**src/rtl/axi2apb_apb_ctrl_pkg.sv**
```systemverilog
// Shared definitions for the AXI-to-APB bridge: sequencer state encoding,
// AXI response codes and default bus widths.
package def_axi2apb;

   localparam int DEF_ADDR_BITS = 32;
   localparam int DEF_DATA_BITS = 32;

   typedef enum logic [1:0] {
      ST_IDLE   = 2'd0,
      ST_SETUP  = 2'd1,
      ST_ACCESS = 2'd2,
      ST_RESP   = 2'd3
   } apb_state_e;

   localparam logic [1:0] RESP_OK     = 2'b00;
   localparam logic [1:0] RESP_SLVERR = 2'b10;
   localparam logic [1:0] RESP_DECERR = 2'b11;

endpackage

```
**src/rtl/axi2apb_rr_arb2.sv**
```systemverilog
// Two-requester round-robin arbiter (read vs. write). Grants only while enabled;
// on contention the side that did not win last time gets the grant.
module axi2apb_rr_arb2 (
   input  logic clk,
   input  logic reset_n,
   input  logic en,
   input  logic req_rd,
   input  logic req_wr,
   output logic grant_rd,
   output logic grant_wr
);

   logic last_wr;

   assign grant_rd = en & req_rd & (~req_wr | last_wr);
   assign grant_wr = en & req_wr & (~req_rd | ~last_wr);

   // Starts as "write won last" so the first contention goes to read.
   always_ff @(posedge clk or negedge reset_n) begin
      if (!reset_n) begin
         last_wr <= 1'b1;
      end else if (grant_rd | grant_wr) begin
         last_wr <= grant_wr;
      end
   end

endmodule

```
**src/rtl/axi2apb_apb_ctrl.sv**
```systemverilog
// APB master sequencer: picks a read or write command, runs one APB3 SETUP/ACCESS
// transfer and holds the bus in RESP until the matching response block finishes.
module axi2apb_apb_ctrl
   import def_axi2apb::*;
#(
   parameter int unsigned ADDR_BITS   = DEF_ADDR_BITS,
   parameter int unsigned DATA_BITS   = DEF_DATA_BITS,
   parameter int unsigned TIMEOUT_CYC = 256,
   parameter int unsigned CNT_BITS    = 9
) (
   input  logic                 clk,
   input  logic                 reset_n,
   input  logic                 rd_cmd_valid,
   input  logic [ADDR_BITS-1:0] rd_cmd_addr,
   input  logic                 rd_cmd_err,
   output logic                 rd_cmd_ready,
   input  logic                 wr_cmd_valid,
   input  logic [ADDR_BITS-1:0] wr_cmd_addr,
   input  logic                 wr_cmd_err,
   input  logic                 wdata_valid,
   input  logic [DATA_BITS-1:0] wdata,
   output logic                 wr_cmd_ready,
   input  logic                 finish_rd,
   input  logic                 finish_wr,
   output logic                 psel,
   output logic                 penable,
   output logic                 pwrite,
   output logic [ADDR_BITS-1:0] paddr,
   output logic [DATA_BITS-1:0] pwdata,
   input  logic                 pready,
   input  logic                 pslverr,
   output logic                 apb_timeout,
   output logic                 resp_err
);

   localparam logic [CNT_BITS-1:0] TO_LAST =
      CNT_BITS'((TIMEOUT_CYC > 0) ? (TIMEOUT_CYC - 1) : 0);

   apb_state_e          state, state_nxt;
   logic                grant_rd, grant_wr;
   logic                timeout_hit;
   logic                finish_cur;
   logic [CNT_BITS-1:0] to_cnt;

   axi2apb_rr_arb2 u_arb (
      .clk      (clk),
      .reset_n  (reset_n),
      .en       (state == ST_IDLE),
      .req_rd   (rd_cmd_valid),
      .req_wr   (wr_cmd_valid & wdata_valid),
      .grant_rd (grant_rd),
      .grant_wr (grant_wr)
   );

   assign rd_cmd_ready = grant_rd;
   assign wr_cmd_ready = grant_wr;
   assign psel         = (state == ST_SETUP) || (state == ST_ACCESS);
   assign penable      = (state == ST_ACCESS);

   // to_cnt holds the number of ACCESS cycles already spent without pready.
   assign timeout_hit  = (TIMEOUT_CYC != 0) && (to_cnt == TO_LAST);
   // pwrite doubles as the direction of the transfer in flight.
   assign finish_cur   = pwrite ? finish_wr : finish_rd;

   always_comb begin
      state_nxt   = state;
      apb_timeout = 1'b0;
      case (state)
         ST_IDLE: begin
            if (grant_rd) begin
               state_nxt = rd_cmd_err ? ST_RESP : ST_SETUP;
            end else if (grant_wr) begin
               state_nxt = wr_cmd_err ? ST_RESP : ST_SETUP;
            end
         end
         ST_SETUP: state_nxt = ST_ACCESS;
         ST_ACCESS: begin
            if (pready) begin
               state_nxt = ST_RESP;
            end else if (timeout_hit) begin
               state_nxt   = ST_RESP;
               apb_timeout = 1'b1;
            end
         end
         ST_RESP: begin
            if (finish_cur) begin
               state_nxt = ST_IDLE;
            end
         end
         default: state_nxt = ST_IDLE;
      endcase
   end

   always_ff @(posedge clk or negedge reset_n) begin
      if (!reset_n) begin
         state <= ST_IDLE;
      end else begin
         state <= state_nxt;
      end
   end

   always_ff @(posedge clk or negedge reset_n) begin
      if (!reset_n) begin
         paddr  <= '0;
         pwdata <= '0;
         pwrite <= 1'b0;
      end else if (grant_rd) begin
         paddr  <= rd_cmd_addr;
         pwrite <= 1'b0;
      end else if (grant_wr) begin
         paddr  <= wr_cmd_addr;
         pwdata <= wdata;
         pwrite <= 1'b1;
      end
   end

   always_ff @(posedge clk or negedge reset_n) begin
      if (!reset_n) begin
         to_cnt   <= '0;
         resp_err <= 1'b0;
      end else begin
         if (state == ST_SETUP) begin
            to_cnt <= '0;
         end else if ((state == ST_ACCESS) && !pready) begin
            to_cnt <= to_cnt + 1'b1;
         end

         if (state == ST_ACCESS) begin
            if (pready) begin
               resp_err <= pslverr;
            end else if (timeout_hit) begin
               resp_err <= 1'b1;
            end
         end else if ((state == ST_RESP) && finish_cur) begin
            resp_err <= 1'b0;
         end
      end
   end

endmodule

```
**config.mk**
```make
export PLATFORM = sky130hd
export DESIGN_NAME = axi2apb_apb_ctrl
export DESIGN_NICKNAME = d
export VERILOG_FILES = /design/src/rtl/axi2apb_apb_ctrl_pkg.sv /design/src/rtl/axi2apb_rr_arb2.sv /design/src/rtl/axi2apb_apb_ctrl.sv
export SDC_FILE = /design/constraint.sdc
export NUM_CORES = 1
export LEC_CHECK = 0
export ABC_AREA = 1
export CORE_MARGIN = 10
export CORE_UTILIZATION = 40
export DETAILED_ROUTE_END_ITERATION = 10
export HOLD_SLACK_MARGIN = 0.1
export PLACE_DENSITY = 0.84
export SETUP_SLACK_MARGIN = 0.1
export SLEW_MARGIN = 20
export SYNTH_ARGS = -nofsm -noshare
export SYNTH_HDL_FRONTEND = slang
export SYNTH_SLANG_ARGS = --single-unit
```
**constraint.sdc**
```tcl
create_clock -name clk -period 2.1 [get_ports clk]
set_clock_uncertainty 0.2 [all_clocks]
set_input_delay 0.315 -clock clk [delete_from_list [all_inputs] [get_ports clk]]
set_output_delay 0.315 -clock clk [all_outputs]
set_load 0.01 [all_outputs]
```
## Word-level counts from Yosys, hierarchy flattened

Cells that the tools add are included.
Widths: inputs -> output; s select.

- Register bits: 78
- Logic and storage cells: 60

- Add/sub/neg operators: 1
- Eq/ne operators: 7
- Muxes and demuxes: 22
- Bitwise gates (word level): 12
- Reduce and logical (&&, ||, !) cells: 11

Operators by type and width:

| operator | number |
|---|---|
| $mux 32 | 2 |
| $mux 9 | 2 |
| $mux 2 | 7 |
| $mux 1 | 10 |
| $add 9x1->9 const B | 1 |
| $eq 9x8->1 const B | 1 |
| $pmux 2 s4 | 1 |
| $reduce_bool 2->1 | 3 |
| $and 1x1->1 | 5 |
| $eq 2x2->1 const B | 2 |
| $not 1->1 | 4 |
| $reduce_and 2->1 | 2 |
| $ne 3x1->1 const B | 1 |
| $ne 3x3->1 const B | 1 |
| $or 1x1->1 | 3 |
| $reduce_and 3->1 | 1 |
| $eq 2x1->1 const B | 1 |
| $logic_and 1x1->1 | 2 |
| $logic_not 2->1 | 1 |
| $ne 2x2->1 const B | 1 |
| $logic_not 1->1 | 1 |
| $logic_or 1x1->1 | 1 |

## Longest topological paths before layout

Gate-level depths: netlist (run 1).

- Depth after elaboration: 6
- Gate-level depth with buffers: 12
- Depth with buffers taken out: 12

## Modules after synthesis

A second synthesis (run 1) with hierarchy kept.

- Cell total of the unflattened synthesis: 425
- Area, all modules: 3,557.2 µm²

By module, submodules not included:

| module | times used | cells each | area each (µm²) |
|---|---|---|---|
| axi2apb_apb_ctrl | 1 | 414 | 3,492.1 |
| axi2apb_rr_arb2 | 1 | 11 | 65.1 |

## Least setup slack after synthesis (run 1)

Ideal clock, no wire load.

- Path type: register to output
- Start: reg state[0]
- End: out apb_timeout
- Arrival: 1,219 ps
- Slack: 366 ps
- Stages on the path, launching flop included: 7
- Cell sequence: dfrtp_1 inv_1 ha_1 inv_2 nor2_4 inv_1 nor2_1

- Word-level cells in the longest chain between the ends: 2

Ends and longest elaborated chain:

| item | line | source |
|---|---|---|
| from (decl) | axi2apb_apb_ctrl.sv:39 | `apb_state_e state, state_nxt;` |
| from (signal assigned) | axi2apb_apb_ctrl.sv:98 | `state <= state_nxt;` |
| $eq 2x2->1 | - |  |
| net penable | axi2apb_apb_ctrl.sv:26 | `output logic penable,` |
| $mux 1 | axi2apb_apb_ctrl.sv:68 | `case (state)` |
| to (decl) | axi2apb_apb_ctrl.sv:32 | `output logic apb_timeout,` |

The timed path passes the listed nets, and every way through them passes these cells.

## Worst setup path in the final report (run 1)

- Start: reg to_cnt[1]
- End: out apb_timeout

- Word-level cells in the longest chain between the ends: 4

Ends and longest elaborated chain:

| item | line | source |
|---|---|---|
| from (decl) | axi2apb_apb_ctrl.sv:43 | `logic [CNT_BITS-1:0] to_cnt;` |
| from (signal assigned) | axi2apb_apb_ctrl.sv:125 | `to_cnt <= to_cnt + 1'b1;` |
| $eq 9x8->1 | axi2apb_apb_ctrl.sv:61 | `assign timeout_hit = (TIMEOUT_CYC != 0) && (to_cnt == TO_LAST);` |
| $mux 1 | axi2apb_apb_ctrl.sv:80 | `end else if (timeout_hit) begin` |
| $mux 1 | axi2apb_apb_ctrl.sv:78 | `if (pready) begin` |
| $mux 1 | axi2apb_apb_ctrl.sv:68 |  |

Every way passes these cells.

==> results of run 1 <==
==> state kept, by name, indices dropped and copies added (netlist names) <==
name / count
paddr: 32
pwdata: 32
to_cnt: 9
state: 2
pwrite: 1
resp_err: 1
u_arb.last_wr: 1
==> per-layer routing <==
layer / vias up / routed length (microns) / global-route usage, %
met5: - / 0 / 0
met4: 0 / 244 / 6.18
met3: 18 / 1100 / 7.13
met2: 139 / 6240 / 30.9
met1: 1741 / 4730 / 21.1
li1: 1773 / - / -
==> layout by cell type, fill, tap and decap left out, drive strengths merged <==
cell           Yosys  layout
clkinv             1       3
clkinvlp           0       1
nand4              3       3
buf               17      31
dlygate4sd2        0       1
a211oi             1       1
ha                 7       7
o21bai             1       1
inv               24      24
nand3             12      12
dfstp              1       1
o21ai             39      39
nand2            168     168
clkdlybuf4s50      0     171
clkbuf             3      14
a21oi             37      37
dfrtp             77      77
o22ai              1       1
nor3               1       1
nor2              43      43
dlygate4sd3        0       1
==> what timing repair did <==
item | in CTS | in global routing
hold buffers | 1 | 0
gates resized for setup | 19 | 17
setup endpoints to repair | 39 | 38
buffers inserted | 2 | 3
pin swaps | 1 | 8
cloned | 0 | 1
endpoints found under the hold margin | 38 | 0
==> final cells by class <==
| type | count | area [sq um] |
|---|---|---|
| fill | 707 | 2860 |
| timing repair buffer | 205 | 2030 |
| sequential | 78 | 1950 |
| multi-input combinational | 313 | 1420 |
| clock buffer | 13 | 169 |
| tap | 108 | 135 |
| inverter | 25 | 97.6 |
| clock inverter | 3 | 17.5 |
==> kinds of logic after synthesis <==
group                    Yosys count  synth area share, %
AO/OA/AOI/OAI                     79                 11.3
flip-flops                        78                 55.0
adder cells (fa/ha/maj)            7                 2.47
AND/OR/NAND/NOR                  227                 25.3
buffers and inverters             45                 5.92
==> per-stage QoR <==
step / area [sq um] / total power, uW
6_report: 5820 / 7500
3_3_place_gp: 5520 / 6160
2_1_floorplan: 3550 / 4200
4_1_cts: 5730 / 7440
3_5_place_dp: 5520 / 6310
5_1_grt: 5820 / 8100
==> power by group through the flow <==
stage	Clock, uW	Sequential (uW)	Combinational, uW
global placement	0	2520	3640
global route	1160	2620	4310
floorplan	0	2850	1350
detailed placement	0	2560	3750
finish	1070	2540	3890
CTS	1100	2540	3790
==> how the worst max path moves through the flow <==
stage               depth (start not counted)  slack [ns]           end
finish                                      7        0.03   apb_timeout
global route                                7       -0.09   apb_timeout
CTS                                         7        0.01   apb_timeout
detailed placement                          6       -0.12  wr_cmd_ready
global placement                            6        -0.1  wr_cmd_ready
floorplan                                   6        0.37   apb_timeout
==> results.ini, run 1 <==
[floorplanning]
ios=178
initial_utilization_pct=40.9
die-area_sq_um=13000
die_h_microns=114
rows=34
chipWidth_microns=114
core_area_sq_um=8680

[synth]
seq_area_frac_synth_pct=55.0
ys_top_cells_by_count=nand2_1 (165), dfrtp_1 (77), nor2_1 (41)
synth_edf_count=0
netlist.top_cell.by_area=dfrtp_1
synth_area_leaders=dfrtp_1 (54%), nand2_1 (17%), a21oi_1 (5.2%), nor2_1 (4.3%), o21ai_0 (3.8%)
synth-async-reset-ratio_pct=100
synth_cells=436
syn-cell-area_sq_um=3550
synth.most_common_cell=nand2_1
ys_seq_elements=78
synth.distinct_cells=24
yosysWarnings=0
synth_top_area_share_pct=54.3
synthFlopType=dfrtp_1
synth_nets=550
syn_avg_cell_area_sq_um=8.14

[timing]
clock.fmax_ghz=0.482
hold_slack_ns=0.279
rsz0062_at_grt=yes
tightestPinTransition_ns=0.545
setup_slack_ns=0.0260
slew_violations=0
setup-violations-final=0
finalHoldViolCount=0
fin_setup_tns_ns=0
period_share_pct=98.8
slew_headroom_pct=63.6
fin_crit_ns=2.07

[cells_and_area]
postLayoutCoreUtil_pct=67.0
synthToLayoutAreaGrowth_pct=63.8
nets=746
final_cells=745
diodes=0
layout-drive-gt1-share_pct=10.5

[worst_setup_path]
worstSetupEndpointType=output pin
crit_top_cell=ha_2
crit_arrival_ns=1.56
cpLargestDelayFamily=adder cells
path_buf_inv=2
r2r_end=to_cnt[5]$_DFFE_PN0P_
crit_required_ns=1.58
slowest_stage=dfrtp_1
cpPeakStageDelay_ns=0.36
start_kind=flip-flop
crit_fanout=2
critPathKind=reg -> out
reg2reg_slack_ns=0.25
rr_worst_depth=10
cp-startpoint=to_cnt[1]$_DFFE_PN0P_
rr_startpoint=state[1]$_DFFE_PN0P_
path_cells=ha_2 > nand4_1 > nor2_1 > ha_2 > inv_2 > nor2_2 > buf_2

[power]
p_per_area_nw_per_um2=1290
ir_drop_mv=0.605
p_seq_share_pct=33.9
p_sw_share_pct=36.9
p_int_uw=4730
combPwrFrac_pct=51.9
p_switching_uw=2760
p_clk_share_pct=14.2
p_leak_uw=0.00267

[clock_network]
h-tree-depth=3
cts_buffers=9
clk_latency_ns=0.35
tritoncts=done
clkSinkCount=78
cts_root_buffer=clkbuf_8
path_clk_slew_ns=0.09
clockBufferDepth=2

[detailed_routing]
wl_per_cell_microns=16.5
first_pass_iters=6
drtAntennaViolNets=0
drc_errors=0
vias=3671
via_per_inst=4.93
drt_iter0_drc=218
wirelength_microns=12300

[hold_path]
min_path_type=in -> async

[place]
dp.cells=722
dp_hpwl_microns=9160
gp_congestion=0.881
portBuffers=177
place_ws_ns=-0.124

[status]
status=finished, final reports clean

[global_route]
grt_usage_pct=18.5
grt_pass1_wl_microns=19700
grt_antenna_before_repair=0
grt_max_degree=42
overflow=0
grt_pass1_vias=3869

[run]
drv_cap=0

(Power assumes the default switching activity.)
==> run 2: changes to the inputs <==
--- a/config.mk
+++ b/config.mk
@@ -6,6 +6,8 @@
 export NUM_CORES = 1
 export LEC_CHECK = 0
 export ABC_AREA = 1
+export ABC_CLOCK_PERIOD_IN_PS = 2100
+export CAP_MARGIN = 25
 export CORE_MARGIN = 10
 export CORE_UTILIZATION = 40
 export DETAILED_ROUTE_END_ITERATION = 10
==> results of run 2 <==
No change in the layout: final DEF, timing and power equal those of run 1.
==> run 3: changes to the inputs <==
--- a/config.mk
+++ b/config.mk
@@ -11,8 +11,9 @@
 export CORE_MARGIN = 10
 export CORE_UTILIZATION = 40
 export DETAILED_ROUTE_END_ITERATION = 10
+export DONT_BUFFER_PORTS = 1
 export HOLD_SLACK_MARGIN = 0.1
-export PLACE_DENSITY = 0.84
+export PLACE_DENSITY = 0.58
 export SETUP_SLACK_MARGIN = 0.1
 export SLEW_MARGIN = 20
 export SYNTH_ARGS = -nofsm -noshare
==> run 3 against run 2 <==
Effect of this change:
- the flow now finishes with violations (hold timing)
- first-iteration DRC count shrank 3.7%
- sequential share of layout area is 4.3 points higher
- wire length increased by 1.8%
- via count shrank 4.5%
- sequential power rose by 20%
- largest cell class is now sequential cells
- highest routed layer unchanged
==> results.ini, run 3 (same netlist as run 1, synthesis figures left out) <==
[status]
status=finished with violations
failed_checks=hold timing

[place]
placed_cell_area_sq_um=3660  ; -34%
dp_hpwl_microns=7400  ; -19%
gp_congestion=0.810  ; -8.0%
portBuffers=0  ; -100%

[timing]
hold_slack_ns=-0.558  ; -0.837 ns
tightestPinTransition_ns=0.307  ; -0.239 ns
setup-violations-final=0  ; unchanged
finalHoldViolCount=78  ; +78
period_share_pct=95.3  ; -3.5 points
slew_headroom_pct=79.5  ; +16 points
rsz0062_at_grt=yes
slew_violations=0  ; unchanged
fin_setup_tns_ns=0  ; unchanged
clock.fmax_ghz=0.500  ; +3.7%
fin_crit_ns=2.00  ; -0.0734 ns

[detailed_routing]
first_pass_iters=5  ; -1
vias=3504  ; -4.5%
wirelength_microns=12500  ; +1.8%
wl_per_cell_microns=18.8  ; +14%
drc_errors=0  ; unchanged
drt_iter0_drc=210  ; -3.7%
via_per_inst=5.26  ; +6.8%
drtAntennaViolNets=0  ; unchanged

[worst_setup_path]
worstSetupEndpointType=output pin
start_kind=flip-flop
crit_fanout=6  ; +4
rr_startpoint=state[1]$_DFFE_PN0P_
crit_arrival_ns=1.49  ; -0.07 ns
crit_top_cell=inv_2
cp-startpoint=state[0]$_DFFE_PN0P_
crit_required_ns=1.58  ; about the same
critPathKind=reg -> out
path_cells=inv_2 > ha_2 > inv_2 > nor2_4 > inv_2 > nor2_4
cpPeakStageDelay_ns=0.40  ; +0.04 ns
slowest_stage=dfrtp_1

[power]
p_per_area_nw_per_um2=1280  ; -0.28%
p_switching_uw=2700  ; -2.5%
combPwrFrac_pct=33.6  ; -18 points
power_uw=6630  ; -12%
ir_drop_mv=0.605  ; about the same
p_int_uw=3930  ; -17%
p_clk_share_pct=20.5  ; +6.3 points
p_sw_share_pct=40.7  ; +3.8 points
p_seq_share_pct=45.9  ; +12 points
p_leak_uw=0.00242  ; -9.5%

[run]
drv_cap=0  ; unchanged

[floorplanning]
chipWidth_microns=114  ; unchanged
core_area_sq_um=8680  ; unchanged
die_h_microns=114  ; unchanged
rows=34  ; unchanged
ios=178  ; unchanged
die-area_sq_um=13000  ; unchanged
initial_utilization_pct=40.9  ; unchanged

[clock_network]
cts_buffers=9  ; unchanged
h-tree-depth=3  ; unchanged
tritoncts=done
clockBufferDepth=2  ; unchanged
cts_root_buffer=clkbuf_8
path_clk_slew_ns=0.09  ; about the same
clkSinkCount=78  ; unchanged
hold_buffers=102  ; +101
clk_latency_ns=0.35  ; about the same

[global_route]
overflow=0  ; unchanged
grt_pass1_vias=3712  ; -4.1%
grt_pass1_wl_microns=19200  ; -2.5%
grt_max_degree=79  ; +88%
grt_antenna_before_repair=1  ; +1
grt_usage_pct=18.3  ; -0.17 points

[cells_and_area]
nets=667  ; -11%
final_common_cell=nand2_1
design_area_sq_um=5160  ; -11%
layout-drive-gt1-share_pct=10.2  ; -0.28 points
top_regs=paddr x32, pwdata x32, to_cnt x9
synthToLayoutAreaGrowth_pct=45.3
postLayoutCoreUtil_pct=59.5  ; -7.6 points
final_cell_mix=nand2_1 (165), dlygate4sd3_1 (102), dfrtp_1 (77), nor2_1 (40), a21oi_1 (37)

[hold_path]
min_path_type=in -> async

## run 3: cell count changes in the layout (fill, tap and decap cells not counted), sizes merged
cell and change:
buf -12, clkdlybuf4s50 -171, clkbuf -2, inv +4, dlygate4sd2 -1, clkinvlp -1, clkinv -1, bufinv +3
diode +1, dlygate4sd3 +101
## run 3: repair_timing
| action | in CTS | in global routing |
|---|---|---|
| gates cloned | 1 | 4 |
| pin swaps | 7 | 3 |
| endpoints found under the setup margin | 3 | 34 |
| resized for setup | 12 | 14 |
| setup buffers | 8 | 4 |
| endpoints found under the hold margin | 150 | 78 |
## run 3: critical path, delay by kind of cell, from the launching register on
| kind | cells | cell delay [ns] |
|---|---|---|
| flip-flops | 1 | 0.40 |
| AND/OR/NAND/NOR | 2 | 0.26 |
| buffers and inverters | 3 | 0.25 |
| adder cells (fa/ha/maj) | 1 | 0.21 |
## run 3: metal layers
metal / vias to the layer above / GRT usage (%) / part of all wire (%)
met5: - / 0 / 0
met4: 0 / 9.19 / 3.3
met3: 43 / 7.55 / 10
met2: 182 / 29.9 / 50
met1: 1660 / 20.0 / 36
li1: 1619 / - / -
## run 3: worst paths after layout
kind | slack [ns] | depth (start not counted) | to
worst max-delay path | 0.1 | 6 | apb_timeout
worst min-delay path | -0.56 | 0 | state[0]$_DFFE_PN0P_
worst max register to register | 0.23 | 8 | paddr[13]$_DFFE_PN0P_
worst min register to register | 0.35 | 2 | to_cnt[8]$_DFFE_PN0P_
min in group clk | 0.14 | 6 | state[1]$_DFFE_PN0P_
max in group asynchronous | 2.06 | 0 | u_arb.last_wr$_DFFE_PN1P_
## run 3: layout make-up
class / count / area (sq um)
Sequential cell: 78 / 1950
Antenna cell: 1 / 2.50
Tap cell: 108 / 135
Timing Repair Buffer: 123 / 1240
Inverter: 25 / 118
Fill cell: 731 / 3520
Clock buffer: 10 / 128
Multi-Input combinational cell: 313 / 1450
Timing Repair inverter: 3 / 23.8
Clock inverter: 5 / 108
## run 3: stage by stage
step	hold slack, ns	instances	setup WS [ns]
final	-0.558	666	0.0994
after global routing	-0.579	666	0.00520
after CTS	-0.568	658	0.0611
after detailed placement	-0.178	532	0.137
after global placement	-0.178	532	0.202
after floorplan	-0.181	436	0.366
## run 3: power by group through the flow
stage          logic (uW)  clock network [uW]  registers (uW)
6_report             2230                1360            3040
2_1_floorplan        1350                   0            2850
4_1_cts              1950                1390            3040
3_3_place_gp         1600                   0            3060
5_1_grt              2540                1450            3130
3_5_place_dp         1680                   0            3070
